===== src/rtl/game_sequencer_pkg.sv =====
// rtl/game_sequencer_pkg.sv - shared game state encodings, defaults and helpers
package game_sequencer_pkg;

    // Renderer-visible game state encoding
    localparam logic [1:0] S_SPLASH = 2'd0;
    localparam logic [1:0] S_MIDDLE = 2'd1;
    localparam logic [1:0] S_PLAY   = 2'd2;
    localparam logic [1:0] S_END    = 2'd3;

    // Winner encoding
    localparam logic [1:0] WIN_NONE = 2'd0;
    localparam logic [1:0] WIN_P1   = 2'd1;
    localparam logic [1:0] WIN_P2   = 2'd2;

    // Match and goal defaults shared with the renderer
    localparam int unsigned DEF_WIN_SCORE    = 7;
    localparam int unsigned DEF_SERVE_FRAMES = 60;
    localparam int unsigned DEF_END_FRAMES   = 180;
    localparam int unsigned DEF_GOAL_XL      = 224;
    localparam int unsigned DEF_GOAL_XR      = 704;
    localparam int unsigned DEF_GOAL_YLB     = 246;
    localparam int unsigned DEF_GOAL_YUB     = 296;

    typedef logic [3:0] score_t;
    typedef logic [9:0] coord_t;
    typedef logic [7:0] frame_cnt_t;

    localparam score_t SCORE_MAX = 4'd15;

    // Score increment that sticks at the 4-bit ceiling instead of wrapping
    function automatic score_t score_sat_inc(input score_t s);
        return (s == SCORE_MAX) ? s : s + 4'd1;
    endfunction

    // Inclusive vertical goal-mouth test
    function automatic logic in_goal_mouth(input coord_t y, input coord_t lb, input coord_t ub);
        return (y >= lb) && (y <= ub);
    endfunction

endpackage


===== src/rtl/game_sequencer_if.sv =====
// rtl/game_sequencer_if.sv - bundle of game inputs and renderer-facing outputs
interface game_sequencer_if;
    import game_sequencer_pkg::*;

    logic       vsync;
    logic       btn_start;
    coord_t     puck_x;
    coord_t     puck_y;
    logic [1:0] state;
    score_t     score_1;
    score_t     score_2;
    logic       round_rst;
    logic [1:0] winner;

    // Driver side: video timing, button and puck tracker
    modport master (
        output vsync, btn_start, puck_x, puck_y,
        input  state, score_1, score_2, round_rst, winner
    );

    // Sequencer side
    modport slave (
        input  vsync, btn_start, puck_x, puck_y,
        output state, score_1, score_2, round_rst, winner
    );
endinterface


===== src/rtl/game_sequencer_sync_rise.sv =====
// rtl/game_sequencer_sync_rise.sv - two-flop synchroniser with registered rising-edge pulse
module sync_rise (
    input  logic clk,
    input  logic rst_n,
    input  logic din_i,
    output logic pulse_o
);

    logic       meta_q;
    logic       sync_q;
    logic       prev_q;
    logic       pulse_q;
    logic       arm_q;
    logic [1:0] prime_q;

    // Synchronise, then pulse once per rising edge. The pulse is only armed
    // after the synchronised level has been seen low following reset, so an
    // input already high at reset release never produces a spurious edge.
    always_ff @(posedge clk or negedge rst_n) begin
        if (!rst_n) begin
            meta_q  <= 1'b0;
            sync_q  <= 1'b0;
            prev_q  <= 1'b0;
            pulse_q <= 1'b0;
            arm_q   <= 1'b0;
            prime_q <= 2'b00;
        end else begin
            meta_q  <= din_i;
            sync_q  <= meta_q;
            prev_q  <= sync_q;
            prime_q <= {prime_q[0], 1'b1};
            if (prime_q[1] && !sync_q) begin
                arm_q <= 1'b1;
            end
            pulse_q <= arm_q && sync_q && !prev_q;
        end
    end

    assign pulse_o = pulse_q;

endmodule


===== src/rtl/game_sequencer.sv =====
// rtl/game_sequencer.sv - match state machine: serve, play, goal scoring and end screen
module game_sequencer
    import game_sequencer_pkg::*;
#(
    parameter int unsigned WIN_SCORE    = DEF_WIN_SCORE,
    parameter int unsigned SERVE_FRAMES = DEF_SERVE_FRAMES,
    parameter int unsigned END_FRAMES   = DEF_END_FRAMES,
    parameter int unsigned GOAL_XL      = DEF_GOAL_XL,
    parameter int unsigned GOAL_XR      = DEF_GOAL_XR,
    parameter int unsigned GOAL_YLB     = DEF_GOAL_YLB,
    parameter int unsigned GOAL_YUB     = DEF_GOAL_YUB
) (
    input  logic            clk,
    input  logic            clr_n,
    game_sequencer_if.slave gs
);

    localparam score_t     WIN_S     = score_t'(WIN_SCORE);
    localparam frame_cnt_t SERVE_CNT = frame_cnt_t'(SERVE_FRAMES);
    localparam frame_cnt_t END_CNT   = frame_cnt_t'(END_FRAMES);
    localparam coord_t     XL        = coord_t'(GOAL_XL);
    localparam coord_t     XR        = coord_t'(GOAL_XR);
    localparam coord_t     YLB       = coord_t'(GOAL_YLB);
    localparam coord_t     YUB       = coord_t'(GOAL_YUB);

    logic       frame_tick;
    logic       start_edge;

    logic [1:0] state_q,  state_d;
    frame_cnt_t cnt_q,    cnt_d;
    score_t     score1_q, score1_d;
    score_t     score2_q, score2_d;
    logic [1:0] winner_q, winner_d;

    logic       mouth;
    logic       left_goal;
    logic       right_goal;
    score_t     score1_inc;
    score_t     score2_inc;

    sync_rise u_vsync_rise (
        .clk     (clk),
        .rst_n   (clr_n),
        .din_i   (gs.vsync),
        .pulse_o (frame_tick)
    );

    sync_rise u_start_rise (
        .clk     (clk),
        .rst_n   (clr_n),
        .din_i   (gs.btn_start),
        .pulse_o (start_edge)
    );

    // Goal detection and candidate scores; left goal takes priority below
    always_comb begin
        mouth      = in_goal_mouth(gs.puck_y, YLB, YUB);
        left_goal  = mouth && (gs.puck_x <= XL);
        right_goal = mouth && (gs.puck_x >= XR);
        score1_inc = score_sat_inc(score1_q);
        score2_inc = score_sat_inc(score2_q);
    end

    // Next-state logic for match progression, frame counting and scoring
    always_comb begin
        state_d  = state_q;
        cnt_d    = cnt_q;
        score1_d = score1_q;
        score2_d = score2_q;
        winner_d = winner_q;
        case (state_q)
            S_SPLASH: begin
                if (start_edge) begin
                    state_d  = S_MIDDLE;
                    cnt_d    = '0;
                    score1_d = '0;
                    score2_d = '0;
                    winner_d = WIN_NONE;
                end
            end
            S_MIDDLE: begin
                if (cnt_q == SERVE_CNT) begin
                    state_d = S_PLAY;
                end else if (frame_tick) begin
                    cnt_d = cnt_q + 8'd1;
                end
            end
            S_PLAY: begin
                if (frame_tick && left_goal) begin
                    score2_d = score2_inc;
                    cnt_d    = '0;
                    if (score2_inc == WIN_S) begin
                        state_d  = S_END;
                        winner_d = WIN_P2;
                    end else begin
                        state_d  = S_MIDDLE;
                    end
                end else if (frame_tick && right_goal) begin
                    score1_d = score1_inc;
                    cnt_d    = '0;
                    if (score1_inc == WIN_S) begin
                        state_d  = S_END;
                        winner_d = WIN_P1;
                    end else begin
                        state_d  = S_MIDDLE;
                    end
                end
            end
            S_END: begin
                if (start_edge || (cnt_q == END_CNT)) begin
                    state_d = S_SPLASH;
                end else if (frame_tick) begin
                    cnt_d = cnt_q + 8'd1;
                end
            end
            default: begin
                state_d = S_SPLASH;
            end
        endcase
    end

    // Registered match state; reset abandons any match in progress
    always_ff @(posedge clk or negedge clr_n) begin
        if (!clr_n) begin
            state_q  <= S_SPLASH;
            cnt_q    <= '0;
            score1_q <= '0;
            score2_q <= '0;
            winner_q <= WIN_NONE;
        end else begin
            state_q  <= state_d;
            cnt_q    <= cnt_d;
            score1_q <= score1_d;
            score2_q <= score2_d;
            winner_q <= winner_d;
        end
    end

    assign gs.state     = state_q;
    assign gs.score_1   = score1_q;
    assign gs.score_2   = score2_q;
    assign gs.winner    = winner_q;
    assign gs.round_rst = (state_q != S_PLAY);

endmodule


===== src/flat_wrapper.sv =====
// flat-port wrapper written by rule: the top's interface ports become plain ports
module game_sequencer_flat import game_sequencer_pkg::*;
#(
    parameter int unsigned WIN_SCORE    = DEF_WIN_SCORE,
    parameter int unsigned SERVE_FRAMES = DEF_SERVE_FRAMES,
    parameter int unsigned END_FRAMES   = DEF_END_FRAMES,
    parameter int unsigned GOAL_XL      = DEF_GOAL_XL,
    parameter int unsigned GOAL_XR      = DEF_GOAL_XR,
    parameter int unsigned GOAL_YLB     = DEF_GOAL_YLB,
    parameter int unsigned GOAL_YUB     = DEF_GOAL_YUB
)
  (clk, clr_n, gs_vsync, gs_btn_start, gs_puck_x, gs_puck_y, gs_state, gs_score_1, gs_score_2, gs_round_rst, gs_winner);
  game_sequencer_if gs_i ();
  input  logic clk;
  input  logic clr_n;
  input wire logic [$bits(gs_i.vsync)-1:0] gs_vsync;
  input wire logic [$bits(gs_i.btn_start)-1:0] gs_btn_start;
  input wire logic [$bits(gs_i.puck_x)-1:0] gs_puck_x;
  input wire logic [$bits(gs_i.puck_y)-1:0] gs_puck_y;
  output wire logic [$bits(gs_i.state)-1:0] gs_state;
  output wire logic [$bits(gs_i.score_1)-1:0] gs_score_1;
  output wire logic [$bits(gs_i.score_2)-1:0] gs_score_2;
  output wire logic [$bits(gs_i.round_rst)-1:0] gs_round_rst;
  output wire logic [$bits(gs_i.winner)-1:0] gs_winner;
  assign gs_i.vsync = gs_vsync;
  assign gs_i.btn_start = gs_btn_start;
  assign gs_i.puck_x = gs_puck_x;
  assign gs_i.puck_y = gs_puck_y;
  assign gs_state = gs_i.state;
  assign gs_score_1 = gs_i.score_1;
  assign gs_score_2 = gs_i.score_2;
  assign gs_round_rst = gs_i.round_rst;
  assign gs_winner = gs_i.winner;
  game_sequencer #(.WIN_SCORE(WIN_SCORE), .SERVE_FRAMES(SERVE_FRAMES), .END_FRAMES(END_FRAMES), .GOAL_XL(GOAL_XL), .GOAL_XR(GOAL_XR), .GOAL_YLB(GOAL_YLB), .GOAL_YUB(GOAL_YUB)) u_core (.clk(clk), .clr_n(clr_n), .gs(gs_i));
endmodule

===== config.mk =====
export PLATFORM = sky130hd
export DESIGN_NAME = game_sequencer_flat
export DESIGN_NICKNAME = d
export VERILOG_FILES = /design/src/rtl/game_sequencer_pkg.sv /design/src/rtl/game_sequencer_if.sv /design/src/rtl/game_sequencer_sync_rise.sv /design/src/rtl/game_sequencer.sv /design/src/flat_wrapper.sv
export SDC_FILE = /design/constraint.sdc
export NUM_CORES = 1
export LEC_CHECK = 0
export ABC_AREA = 1
export CAP_MARGIN = 40
export CORE_MARGIN = 1
export CORE_UTILIZATION = 56
export DETAILED_ROUTE_END_ITERATION = 8
export GPL_TIMING_DRIVEN = 0
export PLACE_DENSITY = 0.92
export SKIP_CTS_REPAIR_TIMING = 1
export SYNTH_ARGS = -nofsm -noshare
export SYNTH_HDL_FRONTEND = slang
export SYNTH_SLANG_ARGS = --single-unit

===== constraint.sdc =====
create_clock -name clk -period 4.9 [get_ports clk]
set_input_delay 0.98 -clock clk [delete_from_list [all_inputs] [get_ports clk]]
set_output_delay 0.98 -clock clk [all_outputs]
set_load 0.02 [all_outputs]

Word level (Yosys, flattened, before mapping)
Index checks and enable logic that the tools add are counted.
- input bits: 24
- flip-flop bits (word level): 34
- logic and storage cells: 97
- multiplexer cells: 29
- magnitude comparators: 4
- equality and inequality tests: 21
- reductions and logical operators: 23
- add/sub/neg operators: 3
- operator list (cell ; count):
    $mux W8 ; 6
    $pmux W8 S4 ; 1
    $mux W2 ; 12
    $mux W4 ; 6
    $pmux W4 S2 ; 2
    $reduce_and A4 Y1 ; 3
    $logic_and A1 B1 Y1 ; 11
    $ge A10 B10 Y1 const B ; 1
    $ge A10 B8 Y1 const B ; 1
    $le A10 B8 Y1 const B ; 1
    $le A10 B9 Y1 const B ; 1
    $ne A2 B2 Y1 const B ; 5
    $add A4 B1 Y4 const B ; 2
    $add A8 B1 Y8 const B ; 1
    $eq A4 B3 Y1 const B ; 2
    $eq A4 B4 Y1 const B ; 2
    $eq A8 B6 Y1 const B ; 1
    $eq A8 B8 Y1 const B ; 1
    $ne A2 B1 Y1 const B ; 4
    $pmux W2 S4 ; 1
    $ne A3 B1 Y1 const B ; 2
    $reduce_and A5 Y1 ; 1
    $eq A2 B2 Y1 const B ; 2
    $logic_not A1 Y1 ; 4
    other kinds (7) ; 7

Depth between registers and ports, before layout
Gate-level depths: netlist (run 1).
- depth in word-level cells: 7
- mapped depth: 13
- mapped depth without buffers: 13

By module
From an unflattened synthesis (run 1), not the netlist that was laid out.
- cell total of the unflattened synthesis: 238
- area, all modules: 1936.9 µm²
- by module, submodules not included (module ; times used ; area an instance (µm²) ; cells an instance):
    game_sequencer ; 1 ; 1529.0 ; 210
    sync_rise ; 2 ; 203.9 ; 14

Worst setup path after synthesis (run 1)
Ideal clock, no wire load.
- path type: reg2out
- from: register u_core.state_q[0] (netlist: u_core.gs.state[0])
- to: output gs_round_rst
- slack: 2.891 ns
- data arrival time: 1.029 ns
- path buffers: 2
- stages on the path, launching flop included: 5
- path through: dfrtp_1 buf_4 nor2_4 buf_6 inv_1
- cells in the longest elaborated chain, start to end: 1
- RTL lines (what ; RTL line ; text):
    from (decl) ; game_sequencer.sv:29 ; logic [1:0] state_q, state_d;
    from (signal assigned) ; game_sequencer.sv:131 ; state_q <= state_d;
    $ne A2 B2 Y1 ; game_sequencer.sv:143 ; assign gs.round_rst = (state_q != S_PLAY);
    to (decl) ; flat_wrapper.sv:23 ; output wire logic [$bits(gs_i.round_rst)-1:0] gs_round_rst;
No other way between the ends.

Final worst setup path (run 1)
- from: register u_core.state_q[1] (netlist: u_core.gs.state[1])
- to: output gs_round_rst
The elaborated chain is that of the path after synthesis.

==> results of run 1 <==
-- layout make-up --
cell class                 instances  area, µm²
multi-input combinational        175        928
clock inverter                     3       23.8
inverter                          44        171
buffer                             2       18.8
clock buffer                       5       37.5
timing repair buffer              37        375
sequential                        32        801
fill                             234        742
tap                               44       55.1
-- power by group through the flow --
stage	registers [W]	clock network, W	logic (W)
after floorplan	0.000304	0	0.0000595
after detailed placement	0.000310	0	0.0000961
after CTS	0.000305	0.000161	0.0000969
final	0.000305	0.000156	0.0000959
after global placement	0.000308	0	0.0000900
after global routing	0.000308	0.000170	0.000111
-- cell families (layout without fill, tap and decap cells) --
kind of cell               count (synthesis)  after routing  synth area share
AOI/OAI and AO/OA                         27             27            0.0861
xor gates and xnor gates                   6              6            0.0274
adders and majority gates                  4              4            0.0261
buffers and inverters                     46             91            0.0991
DFF                                       32             32             0.417
other                                      1              1           0.00195
and+or+nand+nor                          137            137             0.342
-- flip-flops by register name (all words and copies together), names as in the netlist --
name                         cells
u_core.cnt_q                     8
u_core.gs.score_1                4
u_core.gs.score_2                4
u_core.gs.state                  2
u_core.gs.winner                 2
u_core.u_start_rise.arm_q        1
u_core.u_start_rise.meta_q       1
u_core.u_start_rise.prev_q       1
u_core.u_start_rise.prime_q      1
u_core.u_start_rise.pulse_o      1
u_core.u_start_rise.sync_q       1
u_core.u_vsync_rise.arm_q        1
u_core.u_vsync_rise.meta_q       1
u_core.u_vsync_rise.prev_q       1
u_core.u_vsync_rise.prime_q      1
u_core.u_vsync_rise.pulse_o      1
u_core.u_vsync_rise.sync_q       1
-- Yosys cell counts, drive strengths merged (2+ instances only) --
cell / instances / area share
nand3b: 2 / 0.0078
o21ai: 13 / 0.040
nand2: 64 / 0.14
a21oi: 8 / 0.025
xor2: 5 / 0.023
nor3: 6 / 0.016
o21bai: 2 / 0.0078
nand4: 3 / 0.0098
o22ai: 3 / 0.0098
dfrtp: 32 / 0.42
buf: 2 / 0.0098
inv: 43 / 0.087
nor2: 30 / 0.072
ha: 4 / 0.026
nand3: 30 / 0.090
-- final timing paths --
path                                                  from                    endpoint  slack [ns]  depth (start not counted)
min in group asynchronous                            clr_n             u_core.cnt_q[2]        1.01                          1
worst min-delay path            u_core.u_vsync_rise.meta_q  u_core.u_vsync_rise.sync_q        0.36                          0
max in group asynchronous                            clr_n        u_core.gs.score_1[0]        3.34                          2
worst min register to register  u_core.u_vsync_rise.meta_q  u_core.u_vsync_rise.sync_q        0.36                          0
worst max register to register        u_core.gs.score_1[0]         u_core.gs.winner[0]        3.10                         11
worst max-delay path                    u_core.gs.state[1]                gs_round_rst        2.00                          5
-- metrics by stage --
step           std cells   util  setup WS [ns]  hold WS [ns]  power (W)
2_1_floorplan        253      -           2.89         0.331   0.000364
3_5_place_dp         334  0.745           2.28         0.338   0.000406
5_1_grt              342  0.765           1.93         0.368   0.000588
4_1_cts              342  0.765           2.01         0.364   0.000563
3_3_place_gp         333  0.740           2.29         0.333   0.000398
6_report             342  0.765           2.00         0.362   0.000558
-- routing by layer --
layer	GRT usage	part of all wire
met1	0.272	0.43
met2	0.414	0.49
met3	0.0704	0.063
met4	0.0779	0.013
met5	0	0
-- layout by cell type, fill, tap and decap left out, drive strengths merged --
cell,count
clkbuf,5
clkdlybuf4s50,36
dfrtp,32
nor3b,1
ha,4
nand3b,2
xnor2,1
o21ai,13
conb,1
nand4,3
clkinvlp,2
nor4,1
nand3,30
a21oi,8
a211oi,1
inv,43
nor3,6
buf,3
xor2,5
nor2,30
o22ai,3
nand2,64
clkinv,2
o21bai,2
-- critical path: cells and delay by family, from the launching register on --
kind                   cells  cell delay, ns
AND/OR/NAND/NOR            1            0.06
flip-flops                 1            0.43
buffers and inverters      4            1.08
==> metrics, run 1 <==
final setup fails 0; Worst Tran Pin Value between 0.6 and 0.7 ns; via count roughly 1800; CTS tree built; number of nets produced by synthesis about 280; design area around 0.0024 mm²; Placement Cell Area roughly 0.0023 mm²; Rows 20; Hold Fails Final Rpt 0; Post-synth top flop dfrtp_1; Starting DRT DRC Count 79; Sw Pwr around 0.00017 W; worst skew pair latency around 0.35 ns; first-pass GRT wire length between 6000 and 7000 µm; final worst-path cycle share 0.593; H-tree Lvls 2; root buffer cell clkbuf_4; Syn Inst Count between 200 and 300; Final Critical Period 2.90 ns; most frequent CP cell inv_1; # diodes 0; CP max-delay cell clkdlybuf4s50_1; Die Span Y slightly above 60 µm; Die Area about 0.0037 mm²; Leak around 1.2 nW; detailed placer's ending HPWL ~3000 µm; power per cell area 231 mW/mm²; maximum fanout along the worst path 10; gpl congestion 0.904; Area Overhead vs Synth 25.6%; skew final around 0.013 ns; vias in the first global route approximately 1600; routed len/inst approximately 11 µm; Overflow after GRT 0; WP data required slightly below 4 ns; RSZ-0062 raised after global routing no; # port buffers 36; share of layout cells above drive strength 1 0.101; status finished clean; antenna violations before repair 0; crit start category flip-flop; Power Internal 0.000387 W; Max Cap Viol 0; switching share of power 0.306; Worst-path clk slew 0.11 ns; cell-by-cell trace of the critical path inv_1 -> nor2_4 -> buf_6 -> inv_1 -> clkdlybuf4s50_1; number of CTS-inserted buffers 5; syn avg cell area roughly 7.6 µm²; clock sink count 32; gr usage total 0.235; Seq cells post-synth 32; drt first pass iters 4; setup_tns 0 ns; Comb pwr share 0.172; clock buffer depth 2; number of synthesized flops with an enable pin 0; Min-Delay Path Class flip-flop to flip-flop; WS Path Type flip-flop to primary output; Critical Path End Type primary output; register area share after synthesis 0.417; Arrival @ worst endpoint 1.92 ns; Slew HR 0.579; VDD IR max roughly 0.25 mV; fin nets 325; synthesized area 0.00192 mm²; final WL around 3800 µm; # IOs 37; DRC viols 0; Cell variety after synth 34; core area 0.00315 mm²; Via density about 5; power share of the sequential group 0.548; Clk pwr share 0.280; fmax between 300 and 400 MHz; Routed Antenna Nets 0; Die X-Extent around 61 µm; Initial Utilization 0.609; largest net degree at the start of global routing 21; CP peak stage delay between 0.6 and 0.7 ns; Slew Viols, Final 0; Synth Warn # 0; Async S/R FF share, synth 1.00
No activity file was read; power rests on OpenSTA's default activity.
==> run 2: changes to the inputs <==
- CORE_UTILIZATION: 56 -> 47
- PLACE_DENSITY: 0.92 -> 0.83
- clock period: 4.9 -> 2.65 ns (I/O delays scaled with it)
==> run 2 against run 1 <==
Against the previous run: register-to-register slack worse by 2.2 ns; largest cell class unchanged; total power increased by 120%; critical endpoint unchanged; clock-buffer cell count did not move; sequential power rose by 85%; global-route usage decreased by 2.7 points; combinational power up 80%; worst hold slack lost 0.084 ns.
==> metrics, run 2 (synthesis gave the netlist of run 1 again) <==
routed len/inst 11.1 µm; CTS tree built; core area between 0.003 and 0.004 mm²; first-pass GRT wire length 6910 µm; Starting DRT DRC Count 122; Overflow after GRT 0; DP Cell Count about 340; worst skew pair latency a little under 0.3 ns; Initial Utilization 0.505; final cell count without fillers 345; Worst-path clk slew around 0.070 ns; Placement Cell Area 0.00233 mm²; Largest Register u_core.cnt_q; root buffer cell clkbuf_8; fin nets around 320; Leak approximately 1.2 nW; antenna violations before repair 0; # diodes 0; Die Area 0.00434 mm²; final setup fails 0; Min-Delay Path Class input port to async pin; # IOs 37; Die Span Y 65.9 µm; final WL approximately 3800 µm; reg2reg setup slack between 0.8 and 0.9 ns; share of layout cells above drive strength 1 0.101; most frequent cells in the layout nand2_1 (57), inv_1 (41), clkdlybuf4s50_1 (35), dfrtp_1 (32); detailed placer's ending HPWL 2830 µm; clock sink count 32; Via density 4.92; Arrival @ worst endpoint 1.85 ns; Max Cap Viol 0; WS Path Type flip-flop to primary output; Rows 22; gpl congestion roughly 0.85; WP data required between 2 and 2.5 ns; fmax roughly 420 MHz; via count 1698; largest net degree at the start of global routing 33; Critical Path End Type primary output; crit start category flip-flop; commonest non-fill, non-tap cell in the layout nand2_1; Largest register FFs 8; Slew Viols, Final 0; DRC viols 0; design area about 0.0024 mm²; Slew HR 0.541; Final Power between 0.001 and 0.0015 W; Routed Antenna Nets 0; Hold Fails Final Rpt 0; Final Critical Period 2.38 ns; drt first pass iters 4; gr usage total 0.207; skew final ~0.0035 ns; clock buffer depth 2; # port buffers 36; Area Overhead vs Synth 27.4%; number of CTS-inserted buffers 5; setup_tns 0 ns; vias in the first global route 1654; power per cell area ~490 mW/mm²; Die X-Extent ~66 µm; final worst-path cycle share 0.898; status finished clean; VDD IR max between 0.3 and 0.4 mV; H-tree Lvls 2; maximum fanout along the worst path 10; RSZ-0062 raised after global routing no; Worst Tran Pin Value around 0.69 ns
[run 2: changes by cell type in the layout (fill, tap and decap cells not counted)]
cell | before | now
clkdlybuf4s50_1 | 36 | 35
clkinv_2 | 1 | 2
clkbuf_8 | 0 | 5
clkinv_4 | 1 | 0
clkinvlp_4 | 2 | 1
bufinv_16 | 0 | 1
clkbuf_4 | 5 | 0
buf_8 | 1 | 0
buf_2 | 0 | 1
[run 2: final timing paths]
check | start | endpoint | cells after the start
max | u_core.gs.state[1] | gs_round_rst | 5
min | clr_n | u_core.gs.score_2[1] | 1
max reg2reg | u_core.gs.score_1[0] | u_core.gs.winner[1] | 11
min reg2reg | u_core.u_vsync_rise.prime_q[0] | u_core.u_start_rise.prime_q[1] | 0
max in group asynchronous | clr_n | u_core.u_start_rise.meta_q | 1
min in group clk | u_core.u_vsync_rise.prime_q[0] | u_core.u_start_rise.prime_q[1] | 0
[run 2: cell type report]
| cell class | instances | area [µm²] |
|---|---|---|
| clock buffer | 5 | 68.8 |
| tap | 48 | 60.1 |
| multi-input combinational | 175 | 928 |
| sequential | 32 | 801 |
| timing repair buffer | 36 | 355 |
| buffer | 2 | 18.8 |
| fill | 354 | 1350 |
| inverter | 44 | 171 |
| clock inverter | 3 | 42.5 |
[run 2: critical path, cell delays in order (launching register included)]
cell and delay (ns):
dfrtp_1 0.41, inv_1 0.17, nor2_4 0.06, buf_6 0.14, inv_1 0.13, clkdlybuf4s50_1 0.64
[run 2: routing by layer]
layer,wire [µm],share of wire,track usage,up-vias
li1,-,-,-,886
met4,62,0.016,0.0815,0
met3,95,0.025,0.0414,8
met2,1800,0.47,0.346,20
met5,0,0,0,-
met1,1860,0.49,0.260,784
[run 2: through the flow]
| step | hold WS [ns] | setup WS (ns) | utilization |
|---|---|---|---|
| finish | 0.278 | 0.270 | 0.644 |
| global route | 0.349 | 0.186 | 0.644 |
| CTS | 0.311 | 0.273 | 0.644 |
| detailed placement | 0.342 | 0.494 | 0.615 |
| global placement | 0.333 | 0.443 | 0.616 |
| floorplan | 0.234 | 0.957 | - |
[run 2: where the power goes]
group / internal (W) / leakage (nW) / switching, W
registers: 0.000524 / 0.395 / 0.0000399
logic: 0.0000839 / 0.726 / 0.0000887
clock network: 0.000278 / 0.0541 / 0.000191
==> run 3: changes to the inputs <==
- SKIP_LAST_GASP: unset -> 1
- SYNTH_HIERARCHICAL: unset -> 1
==> run 3 against run 2 <==
Against the previous run: register-to-register slack got worse by 0.14 ns; first-iteration DRC count is 44% lower; flip-flop and latch count rose by 2; critical endpoint unchanged; largest power group unchanged.
==> metrics, run 3 <==
gpl congestion a little under 0.8; Worst R2R Path Depth 11; Critical Path End Type primary output; Yosys top cell by area dfrtp_1; Comb pwr share 0.356; GRT met2 Usage 0.352; met3 usage 0.0362; Post-synth top cells nand2_1 (55), dfrtp_1 (34), inv_1 (33); reg2reg setup slack between 0.7 and 0.8 ns; number of synthesized flops with an enable pin 0; cell-by-cell trace of the critical path inv_2 -> nor2_4 -> inv_2 -> clkdlybuf4s50_1; top cells by area, synth dfrtp_1 (44%), nand2_1 (11%), inv_1 (6.4%), nand3_1 (5.7%), o21ai_2 (3.2%); Starting DRT DRC Count just under 70; Synth top area share 0.439; hold slack 0.292 ns; Via density 5.01; Worst Tran Pin Value around 0.72 ns; top-count cell post-synth nand2_1; final WL about 3700 µm; Clk pwr share 0.267; Routed Antenna Nets 0; Min-Delay Path Class input port to async pin; Async S/R FF share, synth 1.00; synthesized area 0.00194 mm²; worst skew pair latency between 0.2 and 0.3 ns; largest net degree at the start of global routing 35; Filler cells between 300 and 400; WS Path Type flip-flop to primary output; vias in the first global route ~1600; DRC viols 0; fin nets slightly above 300; # IOs 37; antenna violations before repair 0; Cell variety after synth 34; clock buffer depth 2; Area Overhead vs Synth 27.3%; Worst-path clk slew roughly 0.08 ns; number of CTS-inserted buffers 5; fmax between 400 and 500 MHz; Leak around 1.2 nW; multiplexer share of the synthesized area 0; power share of the sequential group 0.377; post-synthesis simple-gate area fraction 0.323; post-synthesis xor/xnor area fraction 0.0226; Max Cap Viol 0; Arrival @ worst endpoint 1.77 ns; maximum fanout along the worst path 7; first-pass GRT wire length around 6600 µm; share of layout cells above drive strength 1 0.163; Final Power between 0.0015 and 0.002 W; Slew Viols, Final 0; Rows 22; WP data required about 2.1 ns; Largest Register u_core/cnt_q; Die Area around 0.0044 mm²; number of nets produced by synthesis approximately 270; Die Span Y 66.2 µm; post-synthesis compound-gate area fraction 0.103; clock sink count 34; Syn Inst Count about 240; largest family of logic cells by synthesized area simple AND/OR/NAND/NOR gates; Reg2Reg Capture Point u_core/gs.winner[0]; met1 usage 0.242; Post-Synth Adder-Cell Area 0.0258; Initial Utilization 0.510; root buffer cell clkbuf_8; commonest non-fill, non-tap cell in the layout nand2_1; CP max-delay cell clkdlybuf4s50_1; Slew HR 0.517; detailed placer's ending HPWL between 2000 and 3000 µm; Final Critical Period approximately 2.3 ns; CP peak stage delay 0.55 ns; Die X-Extent 66.2 µm; final setup fails 0; most frequent cells in the layout nand2_1 (55), clkdlybuf4s50_1 (35), dfrtp_1 (34), inv_1 (33), nand3_1 (22); Hold Fails Final Rpt 0; routed len/inst ~11 µm; register area share after synthesis 0.439; # port buffers 36; switching share of power 0.369; RR Startpoint u_core/gs.score_1[0]; final worst-path cycle share 0.869; core area about 0.0038 mm²; Largest register FFs 8; RSZ-0062 raised after global routing no; Synth Warn # 6; Overflow after GRT 0; status finished clean; skew final around 0.0075 ns; setup_tns 0 ns; syn avg cell area a little over 8 µm²; gr usage total 0.203; CTS tree built; via count 1654; post-layout util 0.649; busiest metal layer after global routing met2; drt first pass iters 4; # diodes 0; Sw Pwr around 0.00066 W; H-tree Lvls 2; VDD IR max 0.533 mV; Seq cells post-synth 34; Power Internal approximately 0.0011 W; Post-synth top flop dfrtp_1; crit start category flip-flop; power per cell area 724 mW/mm²; most frequent CP cell inv_2
[run 3: final cells by class]
| type | count | area, µm² | share of cell area |
|---|---|---|---|
| clock buffer | 5 | 68.8 | 0.0279 |
| clock inverter | 3 | 45.0 | 0.0183 |
| inverter | 36 | 135 | 0.0548 |
| sequential | 34 | 851 | 0.345 |
| tap | 48 | 60.1 | 0.0244 |
| timing repair buffer | 36 | 355 | 0.144 |
| multi-input combinational | 166 | 926 | 0.375 |
| buffer | 2 | 25.0 | 0.0101 |
[run 3: worst max path at each step]
| stage | from | to | cells past startpoint |
|---|---|---|---|
| final | u_core/gs.state[1] | gs_round_rst | 4 |
| after detailed placement | gs_puck_y[5] | u_core/cnt_q[1] | 11 |
| after floorplan | u_core/gs.score_1[0] | u_core/gs.winner[0] | 11 |
| after CTS | u_core/gs.state[1] | gs_round_rst | 4 |
| after global placement | clr_n | u_core/gs.score_2[3] | 1 |
| after global routing | u_core/gs.state[1] | gs_round_rst | 4 |
[run 3: power by group through the flow]
stage / clock [W] / sequential, W / combinational [W]
finish: 0.000476 / 0.000674 / 0.000636
global route: 0.000513 / 0.000686 / 0.000707
CTS: 0.000491 / 0.000674 / 0.000641
detailed placement: 0 / 0.000684 / 0.000638
global placement: 0 / 0.000679 / 0.000625
floorplan: 0 / 0.000702 / 0.000417
[run 3: critical path, delay by kind of cell, from the launching register on]
family                 cells  cell delay (ns)
buffers and inverters      3             0.75
flip-flops                 1             0.52
AND/OR/NAND/NOR            1             0.21
[run 3: cells by family (layout without fill, tap and decap cells)]
logic type / Yosys count / after routing
fa+ha+maj: 4 / 4
simple gates: 125 / 125
compound gates: 30 / 30
flops: 34 / 34
buf+inv: 38 / 82
other cells: 2 / 2
xor+xnor: 5 / 5
[run 3: per-layer routing]
layer	up-vias	routed length, µm
met5	-	0
met4	0	65
met3	7	102
met2	20	1800
met1	780	1750
li1	847	-
[run 3: through the flow]
stage	std cells	cell area, µm²	setup WS [ns]
2_1_floorplan	238	1940	0.952
3_3_place_gp	322	2360	0.358
3_5_place_dp	322	2350	0.447
4_1_cts	330	2470	0.342
5_1_grt	330	2470	0.240
6_report	330	2470	0.346
